$ cat config.mk
export PLATFORM = sky130hd
export DESIGN_NAME = uart_tx_cfg
export DESIGN_NICKNAME = d
export VERILOG_FILES = /design/src/rtl/uart_pkg.sv /design/src/rtl/uart_tx_fifo.sv /design/src/rtl/uart_tx_cfg.sv
export SDC_FILE = /design/constraint.sdc
export NUM_CORES = 1
export LEC_CHECK = 0
export BUFFER_PORTS_ARGS = -buffer_cell sky130_fd_sc_hd__buf_4
export CORE_MARGIN = 4
export CORE_UTILIZATION = 40
export CTS_CLUSTER_DIAMETER = 30
export DETAILED_ROUTE_END_ITERATION = 10
export GPL_TIMING_DRIVEN = 0
export PLACE_DENSITY_LB_ADDON = 0.15
export SYNTH_ARGS = -nofsm -noshare
export SYNTH_HDL_FRONTEND = slang
export SYNTH_SLANG_ARGS = --single-unit
$ cat constraint.sdc
create_clock -name i_Clock -period 1.9 [get_ports i_Clock]
set_clock_uncertainty 0.05 [all_clocks]
set_input_delay 0.38 -clock i_Clock [delete_from_list [all_inputs] [get_ports i_Clock]]
set_output_delay 0.38 -clock i_Clock [all_outputs]
set_load 0.01 [all_outputs]
$ cat src/rtl/uart_pkg.sv
// uart_pkg: shared FSM states, parity-mode codes and width helper for the UART transmitter
package uart_pkg;
  typedef enum logic [2:0] {IDLE, START, DATA, PARITY, STOP} state_t;
  localparam logic [1:0] PAR_NONE = 2'b00;
  localparam logic [1:0] PAR_EVEN = 2'b01;
  localparam logic [1:0] PAR_ODD  = 2'b10;
  function automatic int clog2(input int v);
    int r;
    r = 0;
    while ((1 << r) < v) r++;
    return r;
  endfunction
endpackage

$ cat src/rtl/uart_tx_fifo.sv
// uart_tx_fifo: synchronous request FIFO in front of the UART transmitter
module uart_tx_fifo
  import uart_pkg::*;
#(
  parameter int WIDTH = 11,
  parameter int DEPTH = 8
) (
  input  logic             i_Clock,
  input  logic             i_reset,
  input  logic             push,
  input  logic [WIDTH-1:0] wdata,
  input  logic             pop,
  output logic [WIDTH-1:0] rdata,
  output logic             full,
  output logic             empty
);
  localparam int AW = clog2(DEPTH);
  logic [WIDTH-1:0] mem [DEPTH];
  logic [AW-1:0] wr_ptr, rd_ptr;
  logic [AW:0] count;
  logic do_push, do_pop;
  assign full    = count == (AW+1)'(DEPTH);
  assign empty   = count == '0;
  assign do_pop  = pop & ~empty;
  assign do_push = push & (~full | do_pop);
  assign rdata   = mem[rd_ptr];
  // pointers wrap naturally because DEPTH is a power of two
  always_ff @(posedge i_Clock or negedge i_reset)
    if (!i_reset) begin
      wr_ptr <= '0;
      rd_ptr <= '0;
      count  <= '0;
    end else begin
      if (do_push) wr_ptr <= wr_ptr + 1'b1;
      if (do_pop) rd_ptr <= rd_ptr + 1'b1;
      count <= count + (AW+1)'(do_push) - (AW+1)'(do_pop);
    end
  // storage is left unreset so it can map onto plain registers or RAM
  always_ff @(posedge i_Clock)
    if (do_push) mem[wr_ptr] <= wdata;
endmodule

$ cat src/rtl/uart_tx_cfg.sv
// uart_tx_cfg: configurable UART transmitter; UART_TX_FIFO_EN adds a request FIFO and o_empty
module uart_tx_cfg
  import uart_pkg::*;
#(
  parameter int DATA_BITS    = 8,
  parameter int TICK_PER_BIT = 16,
  parameter int FIFO_DEPTH   = 8
) (
  input  logic                 i_Clock,
  input  logic                 i_reset,
  input  logic                 i_enable,
  input  logic                 sample_tick,
  input  logic                 i_start,
  input  logic [DATA_BITS-1:0] i_data,
  input  logic [1:0]           i_parity_mode,
  input  logic                 i_stop2,
  output logic                 o_ready,
  output logic                 o_TX_Active,
  output logic                 o_TX,
  output logic                 o_TX_Done
`ifdef UART_TX_FIFO_EN
  ,
  output logic                 o_empty
`endif
);
  localparam int TW = clog2(TICK_PER_BIT);
  localparam int BW = clog2(DATA_BITS);
  localparam int EW = DATA_BITS + 3;
  localparam logic [TW-1:0] TICK_LAST = TW'(TICK_PER_BIT - 1);
  localparam logic [BW-1:0] BIT_LAST  = BW'(DATA_BITS - 1);
  if (DATA_BITS < 5 || DATA_BITS > 9 || TICK_PER_BIT < 2 || TICK_PER_BIT > 64 ||
      FIFO_DEPTH < 2 || (FIFO_DEPTH & (FIFO_DEPTH - 1)) != 0) begin : g_bad_params
    $error("uart_tx_cfg: parameter out of legal range");
  end
  state_t state;
  logic [TW-1:0] tick;
  logic [BW-1:0] bit_idx;
  logic stop_idx, stop2;
  logic [1:0] pmode;
  logic [DATA_BITS-1:0] shreg;
  logic [EW-1:0] req;
  logic load, bit_end, par_on, par_bit;
`ifdef UART_TX_FIFO_EN
  logic full;
  uart_tx_fifo #(.WIDTH(EW), .DEPTH(FIFO_DEPTH)) u_fifo (
    .i_Clock (i_Clock),
    .i_reset (i_reset),
    .push    (i_start & ~full & i_enable),
    .wdata   ({i_stop2, i_parity_mode, i_data}),
    .pop     (load),
    .rdata   (req),
    .full    (full),
    .empty   (o_empty)
  );
  assign o_ready = ~full;
  assign load    = (state == IDLE) & ~o_empty & i_enable;
`else
  assign req     = {i_stop2, i_parity_mode, i_data};
  assign o_ready = (state == IDLE) & i_enable;
  assign load    = i_start & o_ready;
`endif
  assign bit_end = sample_tick & (tick == TICK_LAST);
  assign par_on  = (pmode == PAR_EVEN) | (pmode == PAR_ODD);
  assign par_bit = (pmode == PAR_ODD) ? ~^shreg : ^shreg;
  // frame sequencer: walks start/data/parity/stop bits and drives registered line outputs
  always_ff @(posedge i_Clock or negedge i_reset)
    if (!i_reset) begin
      state       <= IDLE;
      tick        <= '0;
      bit_idx     <= '0;
      stop_idx    <= 1'b0;
      stop2       <= 1'b0;
      pmode       <= PAR_NONE;
      shreg       <= '0;
      o_TX        <= 1'b1;
      o_TX_Active <= 1'b0;
      o_TX_Done   <= 1'b0;
    end else begin
      o_TX_Done <= 1'b0;
      if (i_enable) begin
        if (state != IDLE && sample_tick) tick <= bit_end ? '0 : tick + 1'b1;
        case (state)
          IDLE: if (load) begin
            state                 <= START;
            {stop2, pmode, shreg} <= req;
            o_TX                  <= 1'b0;
            o_TX_Active           <= 1'b1;
          end
          START: if (bit_end) begin
            state <= DATA;
            o_TX  <= shreg[0];
          end
          DATA: if (bit_end) begin
            if (bit_idx == BIT_LAST) begin
              state    <= par_on ? PARITY : STOP;
              o_TX     <= par_on ? par_bit : 1'b1;
              bit_idx  <= '0;
              stop_idx <= 1'b0;
            end else begin
              bit_idx <= bit_idx + 1'b1;
              o_TX    <= shreg[bit_idx + 1'b1];
            end
          end
          PARITY: if (bit_end) begin
            state    <= STOP;
            o_TX     <= 1'b1;
            stop_idx <= 1'b0;
          end
          STOP: if (bit_end) begin
            if (stop_idx == stop2) begin
              state       <= IDLE;
              stop_idx    <= 1'b0;
              o_TX_Active <= 1'b0;
              o_TX_Done   <= 1'b1;
            end else begin
              stop_idx <= 1'b1;
            end
          end
          default: state <= IDLE;
        endcase
      end
    end
endmodule

==> impl_metrics.json, run 1 <==
{
  "status": "complete, no violations",
  "reg2reg_setup_slack_ns": 0.06,
  "globalplace.congestion": 0.781,
  "holdPathEnd": "pmode[1]$_DFFE_PN0P_",
  "fp.dieW_um": 67.4,
  "worst_pin_slew_ns": 0.328,
  "drt-vias-per-instance": 5.18,
  "worstSetupPathType": "reg2reg",
  "synth_nets": 151,
  "gr-total-overflow": 0,
  "synth_top_area_share_pct": 42.6,
  "met3WireLength_um": 161,
  "ant_nets": 0,
  "fp.dieH_um": 67.4,
  "syn_to_final_growth_pct": 21.8,
  "power_density_mw_per_mm2": 1160,
  "nNetsFinal": 179,
  "cp_max_fo": 5,
  "clockBufferDepth": 2,
  "start_kind": "flop",
  "fp.coreArea_mm2": 0.00336,
  "drtIter0Drc": 45,
  "tns_ns": 0,
  "max_cap_viol_count": 0,
  "wire_per_inst_um": 13.4,
  "worst_path_max_delay_cell": "dfrtp_2",
  "yosys.cell_types.count": 41,
  "post-route-period-util_pct": 96.6,
  "slew_viol_final": 0,
  "cts_buffers": 3,
  "cts_tree": "done",
  "ios": 20,
  "synth_top_cell_by_area": "dfrtp_1",
  "hold_class": "in2reg",
  "drcViolationCount": 0,
  "rr_startpoint": "bit_idx[0]$_DFFE_PN0P_",
  "vdd_drop_max_mv": 0.636,
  "final_area_mm2": 0.00172,
  "cts.clk_slew.worst_paths_ns": 0.14,
  "drt-met1-wl_um": 1320,
  "n_antenna_cell": 0,
  "met2WireLength_um": 1230,
  "path_common_cell": "ha_4",
  "synthCells": 131,
  "worstSkewPairLatency_ns": 0.31,
  "finalSetupViolCount": 0,
  "final_cells": 204,
  "ys_seq_area_share_pct": 44.4,
  "vias": 1056,
  "cts_num_sinks": 25,
  "crit_chain": "ha_4 > ha_4 > nor2_2 > a2111oi_4 > a31oi_1 > or3_1 > nand3_1",
  "crit_path_end_kind": "flop",
  "io_buffers": 19,
  "max-slew-margin-rel_pct": 78.1,
  "avgSynthCellArea_um2": 10.8,
  "antenna_found_initial": 0,
  "yosysWarnings": 0,
  "drt-pass1-iter-count": 4,
  "hold_violations": 0,
  "max_stage_delay_ns": 0.47,
  "dp.cells": 196,
  "start_util_pct": 42.0,
  "max_freq_mhz": 545,
  "min_period_ns": 1.84,
  "drive_gt1_share_pct": 31.0,
  "holdPathStages": 2,
  "ys_ff_latch": 25,
  "min-delay-start": "i_parity_mode[1]",
  "grt_pass1_vias": 1017,
  "crit_family": "flip-flops",
  "grt_max_degree": 26,
  "p_leak_nw": 0.728,
  "syn_area_mm2": 0.00141,
  "power_mw": 1.99,
  "arrival_ns": 2.05,
  "rsz0062_at_grt": "yes",
  "num_rows": 21,
  "dieArea_mm2": 0.00454,
  "cp.required_ns": 2.12,
  "gr-usage-all-layers_pct": 13.7,
  "fillCellCount": 322,
  "dp_hpwl_um": 1960,
  "layout_common_cells": "23 x buf_4, 23 x dfrtp_1, 13 x nor2_1, 11 x nand2_1, 11 x mux2_2",
  "crit_buf_inv": 0,
  "grt_pass1_wl_um": 4710,
  "regArea_um2": 628,
  "placed_cell_area_mm2": 0.00161,
  "multi_input_area_um2": 790,
  "wl_um": 2740,
  "highest_layer": "met4",
  "timing.rr.end": "o_TX$_DFFE_PN1P_",
  "worst_r2r_path_depth": 7,
  "cts_root_buffer": "clkbuf_4",
  "yosys-top-cells-area": "dfrtp_1 43%, mux2_2 8.8%, nor2_1 3.7%",
  "h-tree-depth": 1
}
-- final cells by class --
class / count / area share (%)
clock buffers: 4 / 1.53
multi-input cells: 100 / 45.9
plain buffers: 4 / 2.04
flip-flops and latches: 25 / 36.5
well taps: 46 / 3.35
repair buffers: 23 / 10.2
inverters: 2 / 0.437
-- cell usage after synthesis --
cell / instances
o31ai_1: 1
buf_4: 1
a32o_1: 1
nand2b_2: 1
nor2_1: 14
a21oi_1: 4
nor2b_1: 4
o2bb2ai_1: 1
xor2_1: 2
or3_1: 2
mux2_2: 11
inv_1: 2
mux4_1: 1
nand4_1: 2
nand2_1: 11
nor3_1: 2
xnor3_1: 1
mux2i_1: 3
nand2b_1: 2
a21boi_1: 1
nor2_4: 1
nand4b_1: 1
or2b_1: 1
nand3b_1: 1
nand3_1: 3
xnor2_1: 6
ha_1: 4
mux2_1: 3
dfstp_2: 1
dfrtp_1: 24
o21ai_0: 7
nor3b_1: 1
o2111ai_1: 1
buf_2: 1
buf_6: 2
o21ai_1: 1
a2111oi_2: 1
or4_1: 1
or2_1: 1
a31oi_1: 2
o41ai_1: 1
-- flip-flops by register name, indices dropped and copies added, names as in the netlist, 2 cells and up --
name / count
bit_idx: 3
pmode: 2
shreg: 8
state: 3
tick: 4
-- worst max-delay path by stage --
stage                     slack, ns                   start  depth (start not counted)                   end
after floorplan                0.05  bit_idx[0]$_DFFE_PN0P_                          7      o_TX$_DFFE_PN1P_
after global placement        -0.07  bit_idx[0]$_DFFE_PN0P_                          7      o_TX$_DFFE_PN1P_
after detailed placement      -0.08  bit_idx[0]$_DFFE_PN0P_                          7      o_TX$_DFFE_PN1P_
after CTS                     0.003  bit_idx[0]$_DFFE_PN0P_                          7      o_TX$_DFFE_PN1P_
after global routing          -0.02     tick[0]$_DFFE_PN0P_                          6  state[2]$_DFFE_PN0P_
final                          0.06  bit_idx[0]$_DFFE_PN0P_                          7      o_TX$_DFFE_PN1P_
-- per-layer routing --
layer	global-route usage, %	vias to the layer above
met2	21.2	42
met4	3.80	0
met3	2.66	2
li1	-	524
met1	19.5	488
met5	0	-
-- power by group --
| group | total [mW] | switching, mW | internal, mW | leakage, nW |
|---|---|---|---|---|
| Combinational | 0.870 | 0.366 | 0.504 | 0.408 |
| Clock | 0.242 | 0.160 | 0.0820 | 0.0150 |
| Sequential | 0.875 | 0.159 | 0.717 | 0.305 |
-- stage by stage --
stage               setup WS [ns]  hold WS [ns]  util, %
finish                     0.0648         0.217     51.1
global route              -0.0239         0.186     51.1
CTS                       0.00299         0.208     50.0
detailed placement        -0.0838         0.259     47.9
global placement          -0.0722         0.255     47.9
floorplan                  0.0510        0.0344        -
-- repair_timing --
item / CTS / global route
gates resized for setup: 4 / 3
setup endpoints to repair: 5 / 2
pin swaps: 2 / 0
setup buffers: 1 / 2
hold buffers: 1 / 0
endpoints found under the hold margin: 24 / 0
-- cell families (layout without fill, tap and decap cells) --
family | count (synthesis) | count (layout) | share of synthesized area (%)
flops | 25 | 25 | 44.4
simple gates | 48 | 48 | 17.5
xor+xnor | 9 | 9 | 6.56
buf+inv | 6 | 33 | 3.01
compound gates | 21 | 21 | 9.84
fa+ha+maj | 4 | 4 | 3.55
mux | 18 | 18 | 15.2
(Power assumes the default switching activity.)
==> inputs of run 2 (changes only) <==
--- a/config.mk
+++ b/config.mk
@@ -6,6 +6,7 @@
 export NUM_CORES = 1
 export LEC_CHECK = 0
 export BUFFER_PORTS_ARGS = -buffer_cell sky130_fd_sc_hd__buf_4
+export CORE_ASPECT_RATIO = 0.7
 export CORE_MARGIN = 4
 export CORE_UTILIZATION = 40
 export CTS_CLUSTER_DIAMETER = 30
==> constraint.sdc (replaced) <==
create_clock -name i_Clock -period 1.9 [get_ports i_Clock]
set_clock_uncertainty 0.05 [all_clocks]
set_input_delay 0.19 -clock i_Clock [delete_from_list [all_inputs] [get_ports i_Clock]]
set_output_delay 0.19 -clock i_Clock [all_outputs]
set_load 0.01 [all_outputs]
==> run 2 against run 1 <==
  * Via count is 1.1% higher
  * Non-clock buffer count increased by 2
  * Routed wire length up 6.2%
  * Clock power increased by 34%
  * Sequential share of layout area is 0.70 points lower
  * Global-route usage is 0.43 points lower
  * Worst setup slack worse by 0.060 ns
  * Cell area increased by 2.0%
  * Critical path type unchanged
  * Largest cell class unchanged
  * Largest power group is now combinational logic
  * Highest routed layer unchanged
==> impl_metrics.json, run 2 (synthesis gave the netlist of run 1 again) <==
{
  "drt-pass1-iter-count": 4,
  "drive_gt1_share_pct": 31.9,
  "antenna_found_initial": 0,
  "start_util_pct": 43.1,
  "fp.dieH_um": 57.7,
  "fp.coreArea_mm2": 0.00328,
  "arrival_ns": 2.06,
  "ios": 20,
  "n_antenna_cell": 0,
  "grt_pass1_vias": 989,
  "crit_path_end_kind": "flop",
  "min_period_ns": 1.90,
  "max_flop_register": "shreg",
  "cts_buffers": 3,
  "cp_max_fo": 2,
  "nNetsFinal": 181,
  "fin_ws_ns": 0.00462,
  "max-slew-margin-rel_pct": 78.2,
  "top_regs": "shreg: 8 flops, tick: 4 flops",
  "fp.dieW_um": 79.0,
  "largest_reg_flops": 8,
  "vias": 1068,
  "worstSetupPathType": "reg2reg",
  "gr-usage-all-layers_pct": 13.3,
  "ant_nets": 0,
  "dp_hpwl_um": 2080,
  "globalplace.congestion": 0.804,
  "fillCellCount": 309,
  "clockBufferDepth": 2,
  "num_rows": 17,
  "cp.required_ns": 2.06,
  "worstSkewPairLatency_ns": 0.27,
  "drtIter0Drc": 57,
  "finish.utilization_pct": 53.5,
  "io_buffers": 19,
  "max_freq_mhz": 528,
  "worst_pin_slew_ns": 0.326,
  "dieArea_mm2": 0.00456,
  "cts_tree": "done",
  "layout_common_cells": "25 x buf_4, 23 x dfrtp_1, 13 x nor2_1, 11 x nand2_1, 11 x mux2_2",
  "hold_violations": 0,
  "cts.clk_slew.worst_paths_ns": 0.09,
  "gr-total-overflow": 0,
  "power_density_mw_per_mm2": 1190,
  "rsz0062_at_grt": "yes",
  "post-route-period-util_pct": 99.8,
  "wire_per_inst_um": 14.0,
  "wl_um": 2910,
  "place_ws_ns": -0.0881,
  "vdd_drop_max_mv": 0.659,
  "final_common_cell": "buf_4",
  "slew_viol_final": 0,
  "drt-vias-per-instance": 5.16,
  "finalSetupViolCount": 0,
  "p_leak_nw": 0.744,
  "syn_to_final_growth_pct": 24.2,
  "cts_num_sinks": 25,
  "status": "complete, no violations",
  "cts_root_buffer": "clkbuf_8",
  "grt_pass1_wl_um": 4770,
  "max_cap_viol_count": 0,
  "grt_max_degree": 26,
  "h-tree-depth": 1,
  "hold_class": "in2reg",
  "drcViolationCount": 0,
  "start_kind": "flop"
}
-- run 2: changes by cell type in the layout (fill, tap and decap cells not counted), sizes merged --
| cell | before | now |
|---|---|---|
| clkbuf | 4 | 3 |
| buf | 26 | 28 |
| clkinv | 0 | 1 |
-- run 2: area by class of cell --
type / instances / area [um^2] / area share, %
plain buffers: 4 / 35.0 / 2.00
clock buffers: 3 / 41.3 / 2.36
clock inverters: 1 / 5.00 / 0.286
inverters: 2 / 7.51 / 0.428
multi-input cells: 100 / 787 / 44.9
flip-flops and latches: 25 / 628 / 35.8
well taps: 47 / 58.8 / 3.35
repair buffers: 25 / 190 / 10.8
-- run 2: power breakdown --
part / leakage, nW / switching (mW) / internal [mW] / total [mW]
Combinational: 0.413 / 0.375 / 0.516 / 0.890
Sequential: 0.305 / 0.162 / 0.718 / 0.879
Clock: 0.0255 / 0.178 / 0.147 / 0.325
-- run 2: worst paths after layout --
| kind | from | to | slack [ns] | cells after the start |
|---|---|---|---|---|
| hold / removal | i_parity_mode[0] | pmode[0]$_DFFE_PN0P_ | 0.07 | 2 |
| hold reg to reg | pmode[0]$_DFFE_PN0P_ | pmode[0]$_DFFE_PN0P_ | 0.45 | 1 |
| max in group asynchronous | i_reset | o_TX$_DFFE_PN1P_ | 1.20 | 2 |
| min in group asynchronous | i_reset | tick[0]$_DFFE_PN0P_ | 0.31 | 2 |
| setup / recovery | bit_idx[0]$_DFFE_PN0P_ | o_TX$_DFFE_PN1P_ | 0.005 | 7 |
| setup reg to reg | bit_idx[0]$_DFFE_PN0P_ | o_TX$_DFFE_PN1P_ | 0.005 | 7 |
-- run 2: stage by stage --
step	hold WS (ns)	instances	cell area (um^2)	power [mW]	TNS [ns]
after floorplan	-0.156	131	1410	1.53	0
after global placement	0.0659	197	1610	1.72	-0.133
after detailed placement	0.0684	197	1610	1.76	-0.176
after CTS	0.0696	205	1710	2.09	0
after global routing	0.0659	207	1750	2.24	-0.0709
final	0.0742	207	1750	2.09	0
-- run 2: layer usage --
layer | track usage, % | vias up | routed length [um]
met4 | 1.47 | 0 | 14
met2 | 17.1 | 30 | 1100
met5 | 0 | - | 0
li1 | - | 532 | -
met1 | 21.5 | 504 | 1590
met3 | 4.66 | 2 | 202
-- run 2: repair_timing --
action | in CTS | in global routing
hold buffers | 1 | 0
pin swaps | 1 | 5
setup buffers | 3 | 2
resized for setup | 2 | 5
hold endpoints to repair | 24 | 0
setup endpoints to repair | 6 | 2
-- run 2: critical path: stages, from the launching register on --
cell	delay, ns
dfrtp_2	0.44
ha_4	0.17
ha_4	0.27
nor2_4	0.04
a2111oi_4	0.33
a31oi_1	0.12
or3_1	0.35
nand3_1	0.07
